===== config.mk =====
export PLATFORM = sky130hd
export DESIGN_NAME = regfile_wb_buffer_flat
export DESIGN_NICKNAME = d
export VERILOG_FILES = /design/src/rtl/regfile_wb_buffer_if.sv /design/src/rtl/regfile_wb_buffer.sv /design/src/flat_wrapper.sv
export SDC_FILE = /design/constraint.sdc
export NUM_CORES = 1
export LEC_CHECK = 0
export ABC_CLOCK_PERIOD_IN_PS = 2380
export CAP_MARGIN = 20
export CORE_MARGIN = 2
export CORE_UTILIZATION = 30
export CTS_BUF_LIST = sky130_fd_sc_hd__clkbuf_4 sky130_fd_sc_hd__clkbuf_8
export DETAILED_ROUTE_END_ITERATION = 12
export REMOVE_ABC_BUFFERS = 1
export SYNTH_ARGS = -nofsm -noshare
export SYNTH_HDL_FRONTEND = slang
export SYNTH_SLANG_ARGS = --single-unit

===== constraint.sdc =====
create_clock -name clk -period 2.38 [get_ports clk]
set_clock_uncertainty 0.1 [all_clocks]
set_input_delay 0.238 -clock clk [delete_from_list [all_inputs] [get_ports clk]]
set_output_delay 0.238 -clock clk [all_outputs]
set_load 0.05 [all_outputs]

===== src/rtl/regfile_wb_buffer_if.sv =====
// Bus bundle for the register-file write-back buffer: the execute-stage
// handshake, the drained write ports, the forwarding lookup and occupancy.
interface regfile_wb_buffer_if #(
    parameter int WIDTH     = 4,
    parameter int DEPTH     = 8,
    parameter int NUM_WRITE = 2,
    parameter int QDEPTH    = 4
);
    localparam int AW = $clog2(DEPTH);
    localparam int LW = $clog2(QDEPTH + 1);

    logic                       in_valid;
    logic                       in_ready;
    logic [AW-1:0]              in_addr;
    logic [WIDTH-1:0]           in_data;
    logic                       drain_en;
    logic [NUM_WRITE-1:0]       write_en;
    logic [NUM_WRITE*AW-1:0]    addr_write;
    logic [NUM_WRITE*WIDTH-1:0] data_in;
    logic [AW-1:0]              lk_addr;
    logic                       lk_hit;
    logic [WIDTH-1:0]           lk_data;
    logic [LW-1:0]              level;

    // Environment side: execute stage, read stage and drain control.
    modport master (
        output in_valid, in_addr, in_data, drain_en, lk_addr,
        input  in_ready, write_en, addr_write, data_in, lk_hit, lk_data, level
    );

    // Buffer side.
    modport slave (
        input  in_valid, in_addr, in_data, drain_en, lk_addr,
        output in_ready, write_en, addr_write, data_in, lk_hit, lk_data, level
    );
endinterface


===== src/rtl/regfile_wb_buffer.sv =====
// In-order write-back FIFO in front of a multi-port register file.
// Accepts one result per cycle, drains up to NUM_WRITE oldest entries per
// cycle (oldest on port 0), and offers a lookup of queued values.
// Optional feature macro: WB_FWD_EN enables the lookup comparators; when it
// is undefined lk_hit/lk_data are tied to 0 and lk_addr is ignored.
module regfile_wb_buffer #(
    parameter int WIDTH     = 4,
    parameter int DEPTH     = 8,
    parameter int NUM_WRITE = 2,
    parameter int QDEPTH    = 4
) (
    input  logic                clk,
    input  logic                rst,
    regfile_wb_buffer_if.slave  bus
);
    localparam int AW = $clog2(DEPTH);
    localparam int PW = $clog2(QDEPTH);
    localparam int LW = $clog2(QDEPTH + 1);

    logic [AW-1:0]              q_addr [QDEPTH];
    logic [WIDTH-1:0]           q_data [QDEPTH];
    logic [PW-1:0]              head;
    logic [PW-1:0]              tail;
    logic [LW-1:0]              count;

    logic                       ready;
    logic                       accept;
    logic [LW-1:0]              drain_cnt;
    logic [NUM_WRITE-1:0]       write_en;
    logic [NUM_WRITE*AW-1:0]    addr_write;
    logic [NUM_WRITE*WIDTH-1:0] data_in;
    logic                       lk_hit;
    logic [WIDTH-1:0]           lk_data;

    // Readiness ignores same-cycle drains so in_ready never depends on drain_en.
    assign ready  = (count < LW'(QDEPTH));
    assign accept = bus.in_valid && ready;

    // Number of entries leaving this cycle: min(count, NUM_WRITE) when allowed.
    always_comb begin
        drain_cnt = '0;
        if (bus.drain_en) begin
            drain_cnt = (count < LW'(NUM_WRITE)) ? count : LW'(NUM_WRITE);
        end
    end

    // Map the oldest entries onto the write ports; unused ports drive zero.
    always_comb begin
        write_en   = '0;
        addr_write = '0;
        data_in    = '0;
        for (int k = 0; k < NUM_WRITE; k++) begin
            if (LW'(k) < drain_cnt) begin
                write_en[k]                 = 1'b1;
                addr_write[k*AW +: AW]      = q_addr[head + PW'(k)];
                data_in[k*WIDTH +: WIDTH]   = q_data[head + PW'(k)];
            end
        end
    end

    // Pointer and occupancy update; pointers wrap naturally (power-of-two depth).
    always_ff @(posedge clk) begin
        if (rst) begin
            head  <= '0;
            tail  <= '0;
            count <= '0;
        end else begin
            if (accept) begin
                tail <= tail + PW'(1);
            end
            head  <= head + PW'(drain_cnt);
            count <= count + LW'(accept) - drain_cnt;
        end
    end

    // Entry storage is not reset; an entry is only visible while count covers it.
    always_ff @(posedge clk) begin
        if (accept) begin
            q_addr[tail] <= bus.in_addr;
            q_data[tail] <= bus.in_data;
        end
    end

`ifdef WB_FWD_EN
    // Scan oldest to youngest so the last match (youngest) wins; draining entries included.
    always_comb begin
        lk_hit  = 1'b0;
        lk_data = '0;
        for (int i = 0; i < QDEPTH; i++) begin
            if ((LW'(i) < count) && (q_addr[head + PW'(i)] == bus.lk_addr)) begin
                lk_hit  = 1'b1;
                lk_data = q_data[head + PW'(i)];
            end
        end
    end
`else
    logic unused_lk_addr;
    assign unused_lk_addr = ^bus.lk_addr;
    assign lk_hit         = 1'b0;
    assign lk_data        = '0;
`endif

    assign bus.in_ready   = ready;
    assign bus.write_en   = write_en;
    assign bus.addr_write = addr_write;
    assign bus.data_in    = data_in;
    assign bus.lk_hit     = lk_hit;
    assign bus.lk_data    = lk_data;
    assign bus.level      = count;
endmodule


===== src/flat_wrapper.sv =====
// flat-port wrapper written by rule: the top's interface ports become plain ports
module regfile_wb_buffer_flat 
#(
    parameter int WIDTH     = 4,
    parameter int DEPTH     = 8,
    parameter int NUM_WRITE = 2,
    parameter int QDEPTH    = 4
)
  (clk, rst, bus_in_valid, bus_in_addr, bus_in_data, bus_drain_en, bus_lk_addr, bus_in_ready, bus_write_en, bus_addr_write, bus_data_in, bus_lk_hit, bus_lk_data, bus_level);
  regfile_wb_buffer_if #(.WIDTH(WIDTH), .DEPTH(DEPTH), .NUM_WRITE(NUM_WRITE), .QDEPTH(QDEPTH)) bus_i ();
  input  logic clk;
  input  logic rst;
  input wire logic [$bits(bus_i.in_valid)-1:0] bus_in_valid;
  input wire logic [$bits(bus_i.in_addr)-1:0] bus_in_addr;
  input wire logic [$bits(bus_i.in_data)-1:0] bus_in_data;
  input wire logic [$bits(bus_i.drain_en)-1:0] bus_drain_en;
  input wire logic [$bits(bus_i.lk_addr)-1:0] bus_lk_addr;
  output wire logic [$bits(bus_i.in_ready)-1:0] bus_in_ready;
  output wire logic [$bits(bus_i.write_en)-1:0] bus_write_en;
  output wire logic [$bits(bus_i.addr_write)-1:0] bus_addr_write;
  output wire logic [$bits(bus_i.data_in)-1:0] bus_data_in;
  output wire logic [$bits(bus_i.lk_hit)-1:0] bus_lk_hit;
  output wire logic [$bits(bus_i.lk_data)-1:0] bus_lk_data;
  output wire logic [$bits(bus_i.level)-1:0] bus_level;
  assign bus_i.in_valid = bus_in_valid;
  assign bus_i.in_addr = bus_in_addr;
  assign bus_i.in_data = bus_in_data;
  assign bus_i.drain_en = bus_drain_en;
  assign bus_i.lk_addr = bus_lk_addr;
  assign bus_in_ready = bus_i.in_ready;
  assign bus_write_en = bus_i.write_en;
  assign bus_addr_write = bus_i.addr_write;
  assign bus_data_in = bus_i.data_in;
  assign bus_lk_hit = bus_i.lk_hit;
  assign bus_lk_data = bus_i.lk_data;
  assign bus_level = bus_i.level;
  regfile_wb_buffer #(.WIDTH(WIDTH), .DEPTH(DEPTH), .NUM_WRITE(NUM_WRITE), .QDEPTH(QDEPTH)) u_core (.clk(clk), .rst(rst), .bus(bus_i));
endmodule

==> metrics.cfg, run 1 <==
[cells_and_area]
fin_nets = 172
utilization_pct = 40.07
drive_gt1_share_pct = 28.95
nFillCells = 520
regArea_um2 = 980.9
fin_cells = 224
syn2layout_area_growth_pct = 27.23
num_antenna_cells = 0
multi_input_comb_area_um2 = 693.2

[critical_path]
slowest_stage = o31ai_2
crit_arrival_ns = 1.76
start_kind = flop
setup.worst_path.class = reg2out
r2r_slack_ns = 0.43
cp_data_required_time_ns = 2.04
worst_path_largest_cell_delay_ns = 0.67
cp_max_fo = 8
path_buf_inv = 1
cp_top_family = compound AO/OA/AOI/OAI gates
worst-r2r-cell-count = 7
critPathCaptureType = primary output
cp_cell_sequence = o31ai_2 -> nor2b_1 -> buf_12
cp.depth = 3

[synthesis]
yosysUniqueCellTypes = 22
syn_area_per_cell_um2 = 15.40
synth_edf_count = 28
yosys.cell_count.top_type = edfxtp_1
netlist_area_mm2 = 0.001755
yosys-top-cells-area = edfxtp_1 48%, mux4_2 18%, dfxtp_1 8.0%, nor2b_1 6.1%, ha_1 4.3%
synth_commonest_cells = 28 x edfxtp_1, 17 x nor2b_1, 14 x mux4_2
synth_ff_type = edfxtp_1
ys_warn_count = 0
yosysSeqAreaShare_pct = 55.88
synth_cells = 114
ys_seq_elements = 35
yosysTopAreaCell = edfxtp_1
synth-async-reset-ratio_pct = 0
synth_top_area_share_pct = 47.90

[timing]
rsz0062_at_grt = no
slew_viol_final = 0
hold_viol_final = 0
relSlewSlack_pct = 51.85
min_period_ns = 2.095
fmax_mhz = 477.3
whs_ns = 0.4754
fin_crit_sh_pct = 88.02
worst_slew_pin_slew_ns = 0.7179
setup_viol = 0

[routing]
via_count = 975
postRouteAntennaNets = 0
remaining_drc_errors = 0
totalWireLength_um = 3019
drt_iter0_markers = 25
wl_per_cell_um = 13.48
viasPerCell = 4.353
first_pass_iters = 4

[grt]
gr-usage-all-layers_pct = 10.20
antenna_found_initial = 0
grt_pass1_vias = 1014
grt_max_degree = 12
grt_pass1_wl_um = 4836
grt_overflow = 0

[clock_network]
htreeDepth = 2
numCtsBuffers = 5
root_buffer = clkbuf_8
cts.sinks = 35
clock_latency_ns = 0.28
cts_resized = 0
ctsHoldBuffers = 0
clk_path_buf_depth = 2
post_cts.repair.setup_buffers = 0
cts_tree = built
clkTransAtPathRegs_ns = 0.07

[flow_run]
cap_violations = 0

[placed_design]
dpl.cell_count = 216
port-buffer-count = 30
gp_congestion = 0.6752
hpwl_um = 2350

[die]
pin_count = 39
die-width_um = 80.50
rows = 27
die-area_mm2 = 0.006479
fp.dieH_um = 80.50
initial_utilization_pct = 31.49
core-area_mm2 = 0.005574

[pwr]
irDropWorstVdd_v = 0.0005609
p_leak_nw = 0.8040
p_per_area_mw_per_mm2 = 1083

[min_path]
hold_path_class = reg2reg
hold_depth = 2

[run_status]
outcome = finished clean

## sequential cells by signal, indices dropped and copies added, names as in the netlist
register          cells
u_core.bus.level      3
u_core.head           2
u_core.q_addr        12
u_core.q_data        16
u_core.tail           2
## worst register-to-register path, cell delays in order, from the launching register on
cell and delay (ns):
dfxtp_1 0.47, o21ai_1 0.14, ha_1 0.29, inv_1 0.05
fa_1 0.42, xnor2_1 0.18, xnor2_1 0.14, nor2_1 0.05
## worst paths after layout
check                                               startpoint                             end
worst max-delay path            u_core.bus.level[2]$_SDFF_PP0_               bus_addr_write[2]
worst min register to register     u_core.tail[1]$_SDFFE_PP0N_     u_core.tail[1]$_SDFFE_PP0N_
worst min-delay path               u_core.tail[1]$_SDFFE_PP0N_     u_core.tail[1]$_SDFFE_PP0N_
worst max register to register  u_core.bus.level[2]$_SDFF_PP0_  u_core.bus.level[2]$_SDFF_PP0_
## cells in the final DEF, fill, tap and decap left out
cell	netlist	routed
bufinv_16	0	1
buf_4	5	18
clkinv_1	0	1
nand2_1	1	1
dfxtp_1	7	7
nor4bb_1	1	1
buf_12	0	3
inv_1	7	7
xnor2_1	4	4
clkdlybuf4s50_1	0	14
nor2_1	7	7
mux4_2	14	14
nor2b_1	17	17
mux2i_1	1	1
edfxtp_1	28	28
conb_1	1	6
a21boi_0	2	2
o21ai_1	1	1
o31ai_2	1	1
ha_1	6	6
clkinv_2	0	1
and2_1	4	4
mux2_2	1	1
fa_1	1	1
clkbuf_8	0	5
## cell type report
class,count,area share [%]
Clock buffer,5,3.081
Clock inverter,3,1.737
Inverter,7,1.176
Multi-Input combinational cell,67,31.04
Sequential cell,35,43.92
Tap cell,72,4.034
Timing Repair Buffer,35,15.01
## cells by family after synthesis
family	Yosys count	synth area share, %
compound gates	4	1.853
xor+xnor	4	1.996
fa+ha+maj	7	5.417
buf+inv	17	5.702
flops	35	55.88
mux	16	19.17
other cells	1	0.2136
simple gates	30	9.765
## per-stage QoR
stage | setup slack [ns] | setup TNS (ns) | area, um2 | total power [mW]
3_5_place_dp | 0.07613 | 0 | 2126 | 1.951
2_1_floorplan | -0.006582 | -0.006582 | 1700 | 1.586
4_1_cts | 0.2185 | 0 | 2233 | 2.456
6_report | 0.2850 | 0 | 2233 | 2.418
3_3_place_gp | 0.1571 | 0 | 2126 | 1.926
5_1_grt | 0.1584 | 0 | 2233 | 2.542
## routing by layer
metal / vias to the layer above / part of all wire (%) / GRT usage [%]
met5: - / 0 / 0
met4: 0 / 1.4 / 5.085
met3: 4 / 4.9 / 2.472
met2: 27 / 55 / 18.58
met1: 468 / 39 / 10.90
li1: 476 / - / -
## report_power, final
group	internal, mW	switching (mW)	leakage [nW]
combinational	0.450	0.638	0.435
sequential	0.752	0.0774	0.313
clock	0.306	0.194	0.0556
No activity file was read; power rests on OpenSTA's default activity.
==> run 2, diff against run 1 <==
Settings changed: ABC_AREA set to 1, CAP_MARGIN 20 to 15.
==> metrics.cfg, run 2 <==
[run_status]
outcome = finished clean  ; unchanged

[clock_network]
clkTransAtPathRegs_ns = 0.08  ; was 0.07 ns
root_buffer = clkbuf_8  ; unchanged
cts_resized = 0  ; unchanged
cts.sinks = 35  ; unchanged
htreeDepth = 2  ; unchanged
numCtsBuffers = 5  ; unchanged
ctsHoldBuffers = 0  ; unchanged
post_cts.repair.setup_buffers = 0  ; unchanged
cts_tree = built  ; unchanged
clk_path_buf_depth = 2  ; unchanged
clock_latency_ns = 0.29  ; was 0.28 ns

[synthesis]
synth_top_area_share_pct = 46.22  ; was 47.90%
synth_ff_type = edfxtp_1  ; unchanged
syn_area_per_cell_um2 = 9.329  ; was 15.40 um2
yosysSeqAreaShare_pct = 53.92  ; was 55.88%
ys_warn_count = 0  ; unchanged
yosysUniqueCellTypes = 26  ; was 22
yosysTopAreaCell = edfxtp_1  ; unchanged
synth-async-reset-ratio_pct = 0  ; unchanged
yosys-top-cells-area = edfxtp_1 46%, dfxtp_1 7.7%, nand2_1 7.2%, nor2_1 5.8%, inv_1 4.7%  ; was edfxtp_1 48%, mux4_2 18%, dfxtp_1 8.0%, nor2b_1 6.1%, ha_1 4.3%
synth_edf_count = 28  ; unchanged
netlist_area_mm2 = 0.001819  ; was 0.001755 mm2
synth_commonest_cells = 35 x nand2_1, 28 x edfxtp_1, 28 x nor2_1  ; was 28 x edfxtp_1, 17 x nor2b_1, 14 x mux4_2
synth_cells = 195  ; was 114
yosys.cell_count.top_type = nand2_1  ; was edfxtp_1
ys_seq_elements = 35  ; unchanged

[cells_and_area]
layout_common_cells = 35 x nand2_1, 28 x nor2_1, 28 x edfxtp_1  ; was 28 x edfxtp_1, 18 x buf_4, 17 x nor2b_1
drive_gt1_share_pct = 17.45  ; was 28.95%
regMostFlops = u_core.q_data  ; unchanged
largest_register_ffs = 16  ; unchanged
stdcell_area_mm2 = 0.002446  ; was 0.002233 mm2
syn2layout_area_growth_pct = 34.46  ; was 27.23%
final_common_cell = nand2_1  ; was edfxtp_1
fin_cells = 310  ; was 224
fin_nets = 255  ; was 172
num_antenna_cells = 0  ; unchanged

[routing]
postRouteAntennaNets = 0  ; unchanged
first_pass_iters = 4  ; unchanged
drt_iter0_markers = 118  ; was 25
remaining_drc_errors = 0  ; unchanged
totalWireLength_um = 3993  ; was 3019 um
via_count = 1424  ; was 975
wl_per_cell_um = 12.88  ; was 13.48 um
viasPerCell = 4.594  ; was 4.353

[grt]
grt_pass1_wl_um = 6306  ; was 4836 um
grt_overflow = 0  ; unchanged
grt_pass1_vias = 1348  ; was 1,014
grt_max_degree = 19  ; was 12
gr-usage-all-layers_pct = 12.85  ; was 10.20%
antenna_found_initial = 0  ; unchanged

[critical_path]
cp_common_cell = nand2_1
worst_path_largest_cell_delay_ns = 0.59  ; was 0.67 ns
cp_cell_sequence = inv_2 -> nand2_1 -> nand2_1 -> a21oi_1 -> buf_12  ; was o31ai_2 -> nor2b_1 -> buf_12
crit_arrival_ns = 1.81  ; was 1.76 ns
startpoint = u_core.head[0]$_SDFF_PP0_  ; was u_core.bus.level[2]$_SDFF_PP0_
cp_data_required_time_ns = 2.04  ; about the same
rr_startpoint = u_core.bus.level[1]$_SDFF_PP0_  ; was u_core.bus.level[2]$_SDFF_PP0_
cp_max_fo = 10  ; was 8
slowest_stage = dfxtp_1  ; was o31ai_2
r2r_slack_ns = 0.41  ; was 0.43 ns
start_kind = flop  ; unchanged
setup.worst_path.class = reg2out  ; unchanged
critPathCaptureType = primary output  ; unchanged

[placed_design]
port-buffer-count = 30  ; unchanged
pre_cts_ws_ns = 0.07523  ; was 0.07613 ns
gp_congestion = 0.7124  ; was 0.6752
hpwl_um = 2875  ; was 2350 um
dpl.cell_count = 302  ; was 216
dpl_cell_area_mm2 = 0.002352  ; was 0.002126 mm2

[flow_run]
cap_violations = 0  ; unchanged

[die]
pin_count = 39  ; unchanged
core-area_mm2 = 0.005886  ; was 0.005574 mm2
die-width_um = 81.87  ; was 80.50 um
fp.dieH_um = 81.87  ; was 80.50 um
initial_utilization_pct = 30.91  ; was 31.49%
rows = 28  ; was 27
die-area_mm2 = 0.006703  ; was 0.006479 mm2

[min_path]
hold_path_class = in2reg  ; was reg2reg
hp-start = rst  ; was u_core.tail[1]$_SDFFE_PP0N_

[timing]
finalWorstSetupSlack_ns = 0.2358  ; was 0.2850 ns
rsz0062_at_grt = no  ; unchanged
fmax_mhz = 466.4  ; was 477.3 MHz
slew_viol_final = 0  ; unchanged
min_period_ns = 2.144  ; was 2.095 ns
fin_crit_sh_pct = 90.09  ; was 88.02%
hold_viol_final = 0  ; unchanged
tns_ns = 0  ; unchanged
setup_viol = 0  ; unchanged

[pwr]
p_per_area_mw_per_mm2 = 1090  ; was 1083 mW/mm2
irDropWorstVdd_v = 0.0003739  ; was 0.0005609 V
p_leak_nw = 1.019  ; was 0.8040 nW

## run 2: changes by cell type in the layout (fill, tap and decap cells not counted), sizes merged, moves of 3 or more
| cell | previous run | this run |
|---|---|---|
| o22ai | 0 | 6 |
| mux4 | 14 | 0 |
| and2 | 4 | 0 |
| a21oi | 0 | 13 |
| inv | 7 | 28 |
| o221ai | 0 | 4 |
| nor2b | 17 | 0 |
| xnor2 | 4 | 1 |
| o21ai | 1 | 10 |
| nand3 | 0 | 14 |
| nand2 | 1 | 37 |
| nor2 | 7 | 29 |
## run 2: worst paths after layout
path                                    endpoint  depth (start not counted)
hold reg to reg      u_core.tail[1]$_SDFFE_PP0N_                          2
setup / recovery                  bus_data_in[4]                          5
hold / removal    u_core.bus.level[1]$_SDFF_PP0_                          2
setup reg to reg  u_core.bus.level[2]$_SDFF_PP0_                         10
## run 2: final cells by class
type                    count  area [um2]
clock buffers               5       68.82
clock inverters             3       23.77
fillers                   587        3440
inverters                  27       106.4
multi-input cells         128       670.6
flip-flops and latches     35       982.2
well taps                  75       93.84
repair buffers             37       500.5
## run 2: report_power, final
group / switching [mW] / internal (mW) / total [mW]
clock network: 0.215 / 0.209 / 0.424
registers: 0.0896 / 0.750 / 0.839
logic: 0.854 / 0.549 / 1.40
## run 2: stage by stage
stage	total power [mW]	utilization [%]	hold WS, ns
global placement	2.245	39.97	0.4161
global route	2.819	41.56	0.4289
CTS	2.689	41.54	0.4030
detailed placement	2.260	39.97	0.4359
floorplan	1.650	-	0.2047
finish	2.666	41.56	0.4030
## run 2: logic make-up (layout without fill, tap and decap cells)
family / count (synthesis) / in the layout / synth area share [%]
XOR/XNOR: 1 / 1 / 0.4815
buffers and inverters: 37 / 72 / 10.25
AO/OA/AOI/OAI: 33 / 33 / 11.14
AND/OR/NAND/NOR: 81 / 81 / 18.78
other: 1 / 6 / 0.2061
flip-flops: 35 / 35 / 53.92
adder cells (fa/ha/maj): 7 / 7 / 5.227
## run 2: layer usage
layer	global-route usage (%)	up-vias	part of all wire, %
met1	14.70	657	40
met3	3.516	6	5.7
met4	5.667	0	1.8
li1	-	719	-
met5	0	-	0
met2	22.36	42	52
## run 2: worst max-delay path, delay by kind of cell, from the launching register on
kind	cells	cell delay [ns]
buffers and inverters	2	0.26
AND/OR/NAND/NOR	2	0.35
AO/OA/AOI/OAI	1	0.33
flip-flops	1	0.59
